$ cat src/rtl/zxuno_regbank_port.sv
// ZX-UNO register bank front-end: decodes FC3Bh (register select) and FD3Bh (register data).
// Optional macro ZXUNO_ADDRREAD_EN makes FC3Bh readable back through dout/oe_n.
module zxuno_regbank_port (
    input  logic        clk,
    input  logic        rst,
    input  logic [15:0] a,
    input  logic        iorq_n,
    input  logic        rd_n,
    input  logic        wr_n,
    input  logic [7:0]  din,
    output logic [7:0]  zxuno_addr,
    output logic        zxuno_regrd,
    output logic        zxuno_regwr,
    output logic        zxuno_regrd_done,
    output logic [7:0]  dout,
    output logic        oe_n
);

    localparam logic [15:0] ADDRPORT = 16'hFC3B;
    localparam logic [15:0] DATAPORT = 16'hFD3B;

    typedef enum logic [1:0] {IDLE, ACT, HOLD} state_t;
    // Encoding is {data_port, read} so it can be built straight from the decode.
    typedef enum logic [1:0] {K_ADDR_WR, K_ADDR_RD, K_DATA_WR, K_DATA_RD} kind_t;

    state_t state;
    kind_t  kind;

    logic wracc_c;
    logic rdacc_c;
    logic hit_addr_c;
    logic hit_data_c;

    assign wracc_c    = !iorq_n && !wr_n && rd_n;
    assign rdacc_c    = !iorq_n && !rd_n && wr_n;
    assign hit_addr_c = (a == ADDRPORT);
    assign hit_data_c = (a == DATAPORT);

    // Resetting into HOLD ignores any bus cycle still in flight at reset release.
    always_ff @(posedge clk) begin
        if (rst) begin
            state            <= HOLD;
            kind             <= K_ADDR_WR;
            zxuno_addr       <= 8'h00;
            zxuno_regwr      <= 1'b0;
            zxuno_regrd      <= 1'b0;
            zxuno_regrd_done <= 1'b0;
`ifdef ZXUNO_ADDRREAD_EN
            oe_n             <= 1'b1;
            dout             <= 8'hFF;
`endif
        end else begin
            zxuno_regwr      <= 1'b0;
            zxuno_regrd_done <= 1'b0;
            case (state)
                IDLE: begin
                    if ((wracc_c || rdacc_c) && (hit_addr_c || hit_data_c)) begin
                        state <= ACT;
                        kind  <= kind_t'({hit_data_c, rdacc_c});
`ifdef ZXUNO_ADDRREAD_EN
                        if (hit_addr_c && rdacc_c) begin
                            oe_n <= 1'b0;
                            dout <= zxuno_addr;
                        end
`endif
                    end
                end
                ACT: begin
                    case (kind)
                        K_ADDR_WR: zxuno_addr  <= din;
                        K_DATA_WR: zxuno_regwr <= 1'b1;
                        K_DATA_RD: zxuno_regrd <= 1'b1;
                        default:   ;
                    endcase
                    state <= HOLD;
                end
                HOLD: begin
                    // Re-arm only once the CPU releases iorq_n.
                    if (iorq_n) begin
                        state            <= IDLE;
                        zxuno_regrd      <= 1'b0;
                        zxuno_regrd_done <= (kind == K_DATA_RD);
`ifdef ZXUNO_ADDRREAD_EN
                        oe_n             <= 1'b1;
                        dout             <= 8'hFF;
`endif
                    end
                end
                default: state <= IDLE;
            endcase
        end
    end

`ifndef ZXUNO_ADDRREAD_EN
    assign oe_n = 1'b1;
    assign dout = 8'hFF;
`endif

endmodule
$ cat config.mk
export PLATFORM = sky130hd
export DESIGN_NAME = zxuno_regbank_port
export DESIGN_NICKNAME = d
export VERILOG_FILES = /design/src/rtl/zxuno_regbank_port.sv
export SDC_FILE = /design/constraint.sdc
export NUM_CORES = 1
export LEC_CHECK = 0
export BUFFER_PORTS_ARGS = -buffer_cell sky130_fd_sc_hd__buf_2
export CORE_MARGIN = 2
export CORE_UTILIZATION = 39
export DETAILED_ROUTE_END_ITERATION = 10
export GPL_TIMING_DRIVEN = 0
export HOLD_SLACK_MARGIN = 0.06
export PLACE_DENSITY_LB_ADDON = 0.15
export SLEW_MARGIN = 20
export SYNTH_ARGS = -nofsm -noshare
export SYNTH_HDL_FRONTEND = slang
export SYNTH_SLANG_ARGS = --single-unit
$ cat constraint.sdc
create_clock -name clk -period 1.6 [get_ports clk]
set_clock_uncertainty 0.1 [all_clocks]
set_input_delay 0.32 -clock clk [delete_from_list [all_inputs] [get_ports clk]]
set_output_delay 0.32 -clock clk [all_outputs]
set_load 0.05 [all_outputs]
## After elaboration in Yosys (flattened, before gate mapping)

Index checks and enable logic that the tools add are counted.

- Equal/unequal tests: 9
- Muxes and demuxes: 7
- Bitwise operators: 3
- Reductions and logical operators: 19

Operators by type and width:

| kind | number |
|---|---|
| $eq A16 B16 Y1 const B | 2 |
| $eq A2 B2 Y1 const B | 3 |
| $ne A2 B2 Y1 const B | 3 |
| $pmux W2 S3 | 1 |
| $reduce_and A2 Y1 | 3 |
| $logic_and A1 B1 Y1 | 5 |
| $logic_not A2 Y1 | 2 |
| $mux W2 | 2 |
| $logic_not A1 Y1 | 3 |
| $mux W1 | 3 |
| $not A1 Y1 | 3 |
| $reduce_and A3 Y1 | 1 |
| $reduce_or A3 Y1 | 1 |
| $eq A2 B1 Y1 const B | 1 |
| $logic_or A1 B1 Y1 | 2 |
| $pmux W1 S2 | 1 |
| $reduce_bool A2 Y1 | 1 |
| $reduce_or A2 Y1 | 1 |

- Register bits: 15
- Input bits: 29
- Output and inout port bits: 20
- Word-level logic and storage cells: 44

## Depth between registers and ports, before layout

Gate-level depths: netlist (run 1).

- Depth in word-level cells: 7
- Gate-level depth with buffers: 5
- Gate-level depth less buffers: 4

## Worst setup path after synthesis (run 1)

No wires, ideal clock.

- Path type: register to register
- From: reg state[0]
- To: reg zxuno_addr[0]
- Setup time: 0.132 ns
- Arrival time: 1.228 ns
- Data required time: 1.368 ns
- Path slack: 0.139 ns
- Stages on the path, launching flop included: 6
- Buffers on the path: 1
- Period minus slack after synthesis: 1.461 ns
- Cells stage by stage: dfxtp_1 -> or3b_1 -> or2_1 -> buf_2 -> nand2_1 -> a21oi_1

- Word-level cells in the longest chain between the ends: 2

Ends and longest elaborated chain:

| element | line | source |
|---|---|---|
| start: declaration | 26 | `state_t state;` |
| start signal: assignment | 42 | `state <= HOLD;` |
| start signal: assignment | 58 | `state <= ACT;` |
| start signal: assignment | 75 | `state <= HOLD;` |
| $eq A2 B1 Y1 | 55 | `case (state)` |
| $reduce_and A2 Y1 (no line) | -- |  |
| end signal: assignment | 70 | `K_ADDR_WR: zxuno_addr <= din;` |
| end: declaration | 11 | `output logic [7:0] zxuno_addr,` |

Every way passes these cells.
A chain may end at the register's enable or synchronous reset.

## Worst setup path in the final report (run 1)

- From: reg state[0]
- To: reg zxuno_addr[4]

The elaborated chain is that of the path after synthesis.

==> results of run 1 <==
Yosys cell counts:
library cell,count,share of area [%]
nand2_1,17,9.3
xnor2_1,1,1.3
a21o_1,1,1.1
nor2_2,1,0.91
nor2_1,4,2.2
nand3b_1,1,1.1
o31ai_1,1,1.1
nand2b_1,4,3.6
inv_1,1,0.55
o21ai_0,1,0.73
dfxtp_1,15,44
buf_2,1,0.73
clkbuf_1,1,0.55
or3b_1,1,1.3
a21oi_1,10,7.3
conb_1,1,0.55
or2_1,1,0.91
and4b_1,1,1.5
nor2b_1,1,0.91
buf_4,9,9.8
nor3_1,1,0.73
nand4_1,3,2.7
or4b_2,1,1.5
nor4_4,1,3.1
mux2i_1,2,2.9
state kept, by name (all words and copies together) (netlist names):
| signal | cells |
|---|---|
| state | 2 |
| zxuno_regrd_done | 1 |
| zxuno_addr | 8 |
| zxuno_regwr | 1 |
| zxuno_regrd | 1 |
| kind | 2 |
worst max-delay path, cell delays in order (launching register included):
cell,delay [ns]
dfxtp_4,0.38
or3b_4,0.39
or2_1,0.21
buf_2,0.16
nand2_1,0.07
a21oi_1,0.06
metal layers:
metal  share of wire (%)  routed length, um
met5                   0                  0
met4                0.94                 13
met3                 9.1                126
met2                  49                684
met1                  41                563
cell families after synthesis:
logic type | after synthesis | synth area share [%]
other | 1 | 0.5459
xor gates and xnor gates | 1 | 1.275
and+or+nand+nor | 37 | 29.69
muxes | 2 | 2.915
DFF | 15 | 43.72
buffers and inverters | 12 | 11.66
AOI/OAI and AO/OA | 13 | 10.20
power breakdown:
part | internal, mW | switching (mW) | leakage, nW | total (mW)
sequential | 0.373 | 0.00277 | 0.122 | 0.376
clock | 0.0963 | 0.105 | 0.0150 | 0.201
combinational | 0.0473 | 0.0707 | 0.331 | 0.118
stage by stage:
stage | utilization (%) | hold WS, ns
floorplan | - | 0.3116
finish | 57.19 | 0.1786
global placement | 55.26 | 0.3395
detailed placement | 55.26 | 0.3437
global route | 57.19 | 0.1749
CTS | 56.89 | 0.1727
cell type report:
| class | count | area, um2 |
|---|---|---|
| plain buffers | 11 | 76.32 |
| well taps | 17 | 21.27 |
| clock buffers | 4 | 26.28 |
| flip-flops and latches | 15 | 304.0 |
| multi-input cells | 62 | 339.1 |
| inverters | 1 | 3.754 |
| repair buffers | 39 | 195.2 |
| fillers | 169 | 723.2 |
repair_timing:
| item | 4_1_cts | 5_1_grt |
|---|---|---|
| pin swaps | 0 | 1 |
| setup endpoints to repair | 2 | 6 |
| gates resized for setup | 1 | 2 |
| endpoints found under the hold margin | 0 | 0 |
worst paths after layout:
path / from / end / slack (ns)
min reg2reg: zxuno_addr[2] / zxuno_addr[2] / 0.35
max: state[0] / zxuno_addr[4] / 0.09
min: din[7] / zxuno_addr[7] / 0.18
max reg2reg: state[0] / zxuno_addr[4] / 0.09
==> results.py, run 1 <==
metrics = {
    "run_status": {
        "run_status": "completed",
    },
    "sta": {
        "finalCritPeriodShare_pct": 94.55,
        "tns_ns": 0,
        "final-setup-viol-count": 0,
        "fmax_mhz": 661.0,
        "post-route-min-period_ns": 1.513,
        "final-hold-violation-count": 0,
        "rsz0062_at_grt": "no",
        "worst_slack_ns": 0.08716,
        "report.final.slew_viol_count": 0,
    },
    "floorplanning": {
        "rows": 15,
        "start_util_pct": 40.67,
        "coreArea_mm2": 0.001689,
        "dieHeight_um": 45.97,
        "dieArea_mm2": 0.002113,
        "die_w_um": 45.97,
        "io_pins": 49,
    },
    "finish": {
        "nets": 162,
        "design_area_um2": 965.9,
        "drive_gt1_share_pct": 43.18,
        "area_growth_pct": 40.62,
        "fin_cells": 149,
        "final_cell_mix": "buf_2, nand2_1, dfxtp_1, a21oi_1",
        "final_common_cell": "buf_2",
        "diodes": 0,
    },
    "synth": {
        "synth.distinct_cells": 25,
        "yosysSeqAreaShare_pct": 43.72,
        "ys_warn_count": 0,
        "syn_area_per_cell_um2": 8.480,
        "syn_inst": 81,
        "ys_ff_latch": 15,
        "syn-cell-area_um2": 686.9,
    },
    "job": {
        "cap_viol_max_count": 0,
    },
    "routing": {
        "drtIter0Drc": 5,
        "remaining_drc_errors": 0,
        "dr_total_vias": 668,
        "antenna_left": 0,
        "wl_mm": 1.387,
        "dr.pass1.iters": 2,
        "wl_per_cell_um": 9.309,
        "avgViaCountPerCell": 4.483,
    },
    "power_and_ir_drop": {
        "peakVddDrop_mv": 0.2785,
        "power_density_mw_per_mm2": 719.3,
        "p_leak_nw": 0.4674,
        "total_power_mw": 0.6948,
    },
    "worst_setup_path": {
        "end_kind": "flip-flop",
        "worst_setup_path_start_kind": "flip-flop",
        "worstPathArrival_ns": 1.55,
        "crit_required_ns": 1.63,
        "crit_fanout": 8,
        "reg2regPathDepth": 5,
        "crit_type": "reg2reg",
    },
    "clocking": {
        "htree_levels": 1,
        "worstSkewPairLatency_ns": 0.27,
        "cts_tree": "yes",
        "cts_max_path_buffers": 2,
        "ctsHoldBuffers": 0,
        "path_clk_slew_ns": 0.08,
        "cts_made_buffers": 3,
        "clkSinkCount": 15,
        "post-cts-setup-buffers": 0,
        "cts_root_buffer": "clkbuf_4",
    },
    "global_route": {
        "grt_pass1_vias": 522,
        "grtUsageMet3_pct": 3.571,
        "grt_antenna_before_repair": 0,
        "met2_usage_pct": 24.17,
        "gr-total-overflow": 0,
        "grt_util_met1_pct": 15.25,
        "top_usage_layer": "met2",
        "grt_max_degree": 11,
        "grt_pass1_wl_mm": 2.056,
        "grt_usage_pct": 13.85,
    },
    "place": {
        "dp.cells": 145,
        "gp_congestion": 0.7225,
        "dp_hpwl_mm": 1.138,
        "post_dp_cell_area_um2": 933.4,
        "io_buffers": 39,
        "pre_cts_ws_ns": 0.01761,
    },
    "worst_hold_path": {
        "hold_path_depth": 3,
        "hold_class": "in2reg",
    },
}
(Power assumes the default switching activity.)
==> inputs of run 2 (changes only) <==
CORE_MARGIN = 4   (was 2)
==> run 2 against run 1 <==
Net effect:
- global-route usage down 1.1 points
- sequential share of layout area about the same
- die area up 18%
- register-to-register slack about the same
- core utilization up 4.0 points
- sequential cell count unchanged
- setup slack better by 0.0061 ns
- hold slack worse by 0.012 ns
- non-clock buffer count unchanged
- sequential power about the same
- power up 1.2%
==> results.py, run 2 (synthesis gave the netlist of run 1 again) <==
metrics = {
    "power_and_ir_drop": {
        "power_density_mw_per_mm2": 728.8,
        "netSwitchingPower_mw": 0.1860,
        "peakVddDrop_mv": 0.4086,
        "p_seq_share_pct": 53.5,
        "comb_power_share_pct": 16.8,
        "cellInternalPower_mw": 0.5171,
        "p_sw_share_pct": 26.45,
        "p_leak_nw": 0.4674,
        "p_clk_share_pct": 29.7,
    },
    "global_route": {
        "grt_antenna_before_repair": 0,
        "grt_pass1_wl_mm": 2.428,
        "grt_max_degree": 11,
        "grt_pass1_vias": 588,
        "grt_usage_pct": 12.79,
        "gr-total-overflow": 0,
    },
    "place": {
        "pre_cts_ws_ns": 0.02462,
        "gp_congestion": 0.7200,
        "io_buffers": 39,
        "dp_hpwl_mm": 1.175,
        "dp.cells": 144,
    },
    "job": {
        "cap_viol_max_count": 0,
    },
    "clocking": {
        "clkSinkCount": 15,
        "worstSkewPairLatency_ns": 0.28,
        "htree_levels": 1,
        "path_clk_slew_ns": 0.08,
        "ctsHoldBuffers": 0,
        "cts_tree": "yes",
        "cts_made_buffers": 3,
        "cts_root_buffer": "clkbuf_4",
        "cts_max_path_buffers": 2,
    },
    "worst_hold_path": {
        "hold_class": "in2reg",
        "hold_start": "iorq_n",
        "min_to": "state[1]",
        "hold_path_depth": 2,
    },
    "finish": {
        "drive_gt1_share_pct": 43.18,
        "diodes": 0,
        "final_common_cell": "buf_2",
        "area_growth_pct": 40.44,
        "regMostFlops": "zxuno_addr",
        "fin_cells": 148,
        "final_cell_mix": "buf_2, nand2_1, dfxtp_1, a21oi_1",
        "top_regs": "zxuno_addr: 8 flops, kind: 2 flops, state: 2 flops",
        "nets": 162,
        "largest_reg_flops": 8,
    },
    "worst_setup_path": {
        "reg2reg_slack_ns": 0.09,
        "reg2regPathDepth": 5,
        "path_buf_inv": 1,
        "r2r_start": "state[1]",
        "critPathSlowestCell": "or3b_4",
        "crit_required_ns": 1.65,
        "slowest_delay_ns": 0.40,
        "crit_type": "reg2reg",
        "crit_fanout": 8,
        "worstPathArrival_ns": 1.56,
        "r2r-end": "zxuno_addr[2]",
        "path_delay_family": "simple AND/OR/NAND/NOR gates",
        "worst_setup_path_start_kind": "flip-flop",
        "cp_cell_sequence": "or3b_4 > or2_1 > buf_2 > nand2_1 > a21oi_1",
        "end_kind": "flip-flop",
    },
    "routing": {
        "dr.pass1.iters": 4,
        "avgViaCountPerCell": 4.662,
        "dr_total_vias": 690,
        "wl_mm": 1.454,
        "antenna_left": 0,
        "remaining_drc_errors": 0,
        "drtIter0Drc": 7,
        "wl_per_cell_um": 9.824,
    },
    "sta": {
        "rsz0062_at_grt": "no",
        "finalCritPeriodShare_pct": 94.17,
        "tns_ns": 0,
        "worst_slack_ns": 0.09323,
        "fmax_mhz": 663.7,
        "report.final.slew_viol_count": 0,
        "final-hold-violation-count": 0,
        "final-setup-viol-count": 0,
        "post-route-min-period_ns": 1.507,
    },
    "floorplanning": {
        "dieArea_mm2": 0.002497,
        "coreArea_mm2": 0.001577,
        "die_w_um": 49.97,
        "start_util_pct": 43.57,
        "dieHeight_um": 49.97,
        "io_pins": 49,
        "rows": 14,
    },
    "run_status": {
        "run_status": "completed",
    },
}
## run 2: layout make-up
cell class              count  area (um2)
multi-input cells          62       339.1
plain buffers              11       76.32
flip-flops and latches     15       304.0
fillers                   140       611.8
inverters                   1       3.754
repair buffers             39       195.2
clock buffers               4       26.28
well taps                  16       20.02
## run 2: stage by stage
step                      power [mW]  hold slack (ns)  cell area, um2  util [%]
after global routing          0.7398           0.1604           964.7     61.19
after floorplan               0.4652           0.3116           716.9         -
after CTS                     0.7104           0.1653           958.4     60.79
after detailed placement      0.5033           0.3454           932.1     59.13
after global placement        0.5022           0.3387           932.1     59.13
final                         0.7030           0.1665           964.7     61.19
## run 2: worst reg2reg max path, stage by stage, from the launching register on
cell     delay [ns]
dfxtp_1        0.37
or3b_4         0.40
or2_1          0.21
buf_2          0.17
nand2_1        0.08
a21oi_1        0.06
## run 2: power groups by stage
stage | Sequential [mW] | Combinational (mW) | Clock, mW
after floorplan | 0.385 | 0.0799 | 0
after global placement | 0.386 | 0.116 | 0
after detailed placement | 0.386 | 0.117 | 0
after CTS | 0.377 | 0.118 | 0.216
after global routing | 0.376 | 0.130 | 0.233
final | 0.376 | 0.118 | 0.209
## run 2: repair_timing
action / in CTS / in global routing
setup endpoints to repair: 0 / 10
gates resized for setup: 0 / 3
endpoints found under the hold margin: 0 / 0
setup buffers: 0 / 0
## run 2: how the worst max path moves through the flow
stage	from	slack (ns)	endpoint	cells past startpoint
2_1_floorplan	state[0]	0.14	zxuno_addr[0]	5
3_3_place_gp	state[0]	0.03	zxuno_addr[4]	5
3_5_place_dp	state[0]	0.02	zxuno_addr[2]	5
4_1_cts	state[0]	0.002	zxuno_addr[2]	5
5_1_grt	state[1]	0.005	zxuno_addr[3]	5
6_report	state[1]	0.09	zxuno_addr[2]	5
## run 2: metal layers
layer	GRT usage, %	part of all wire (%)	wire, um
met5	0	0	0
met3	4.217	13	182
met2	19.60	43	625
met1	15.09	43	624
met4	8.295	1.5	22
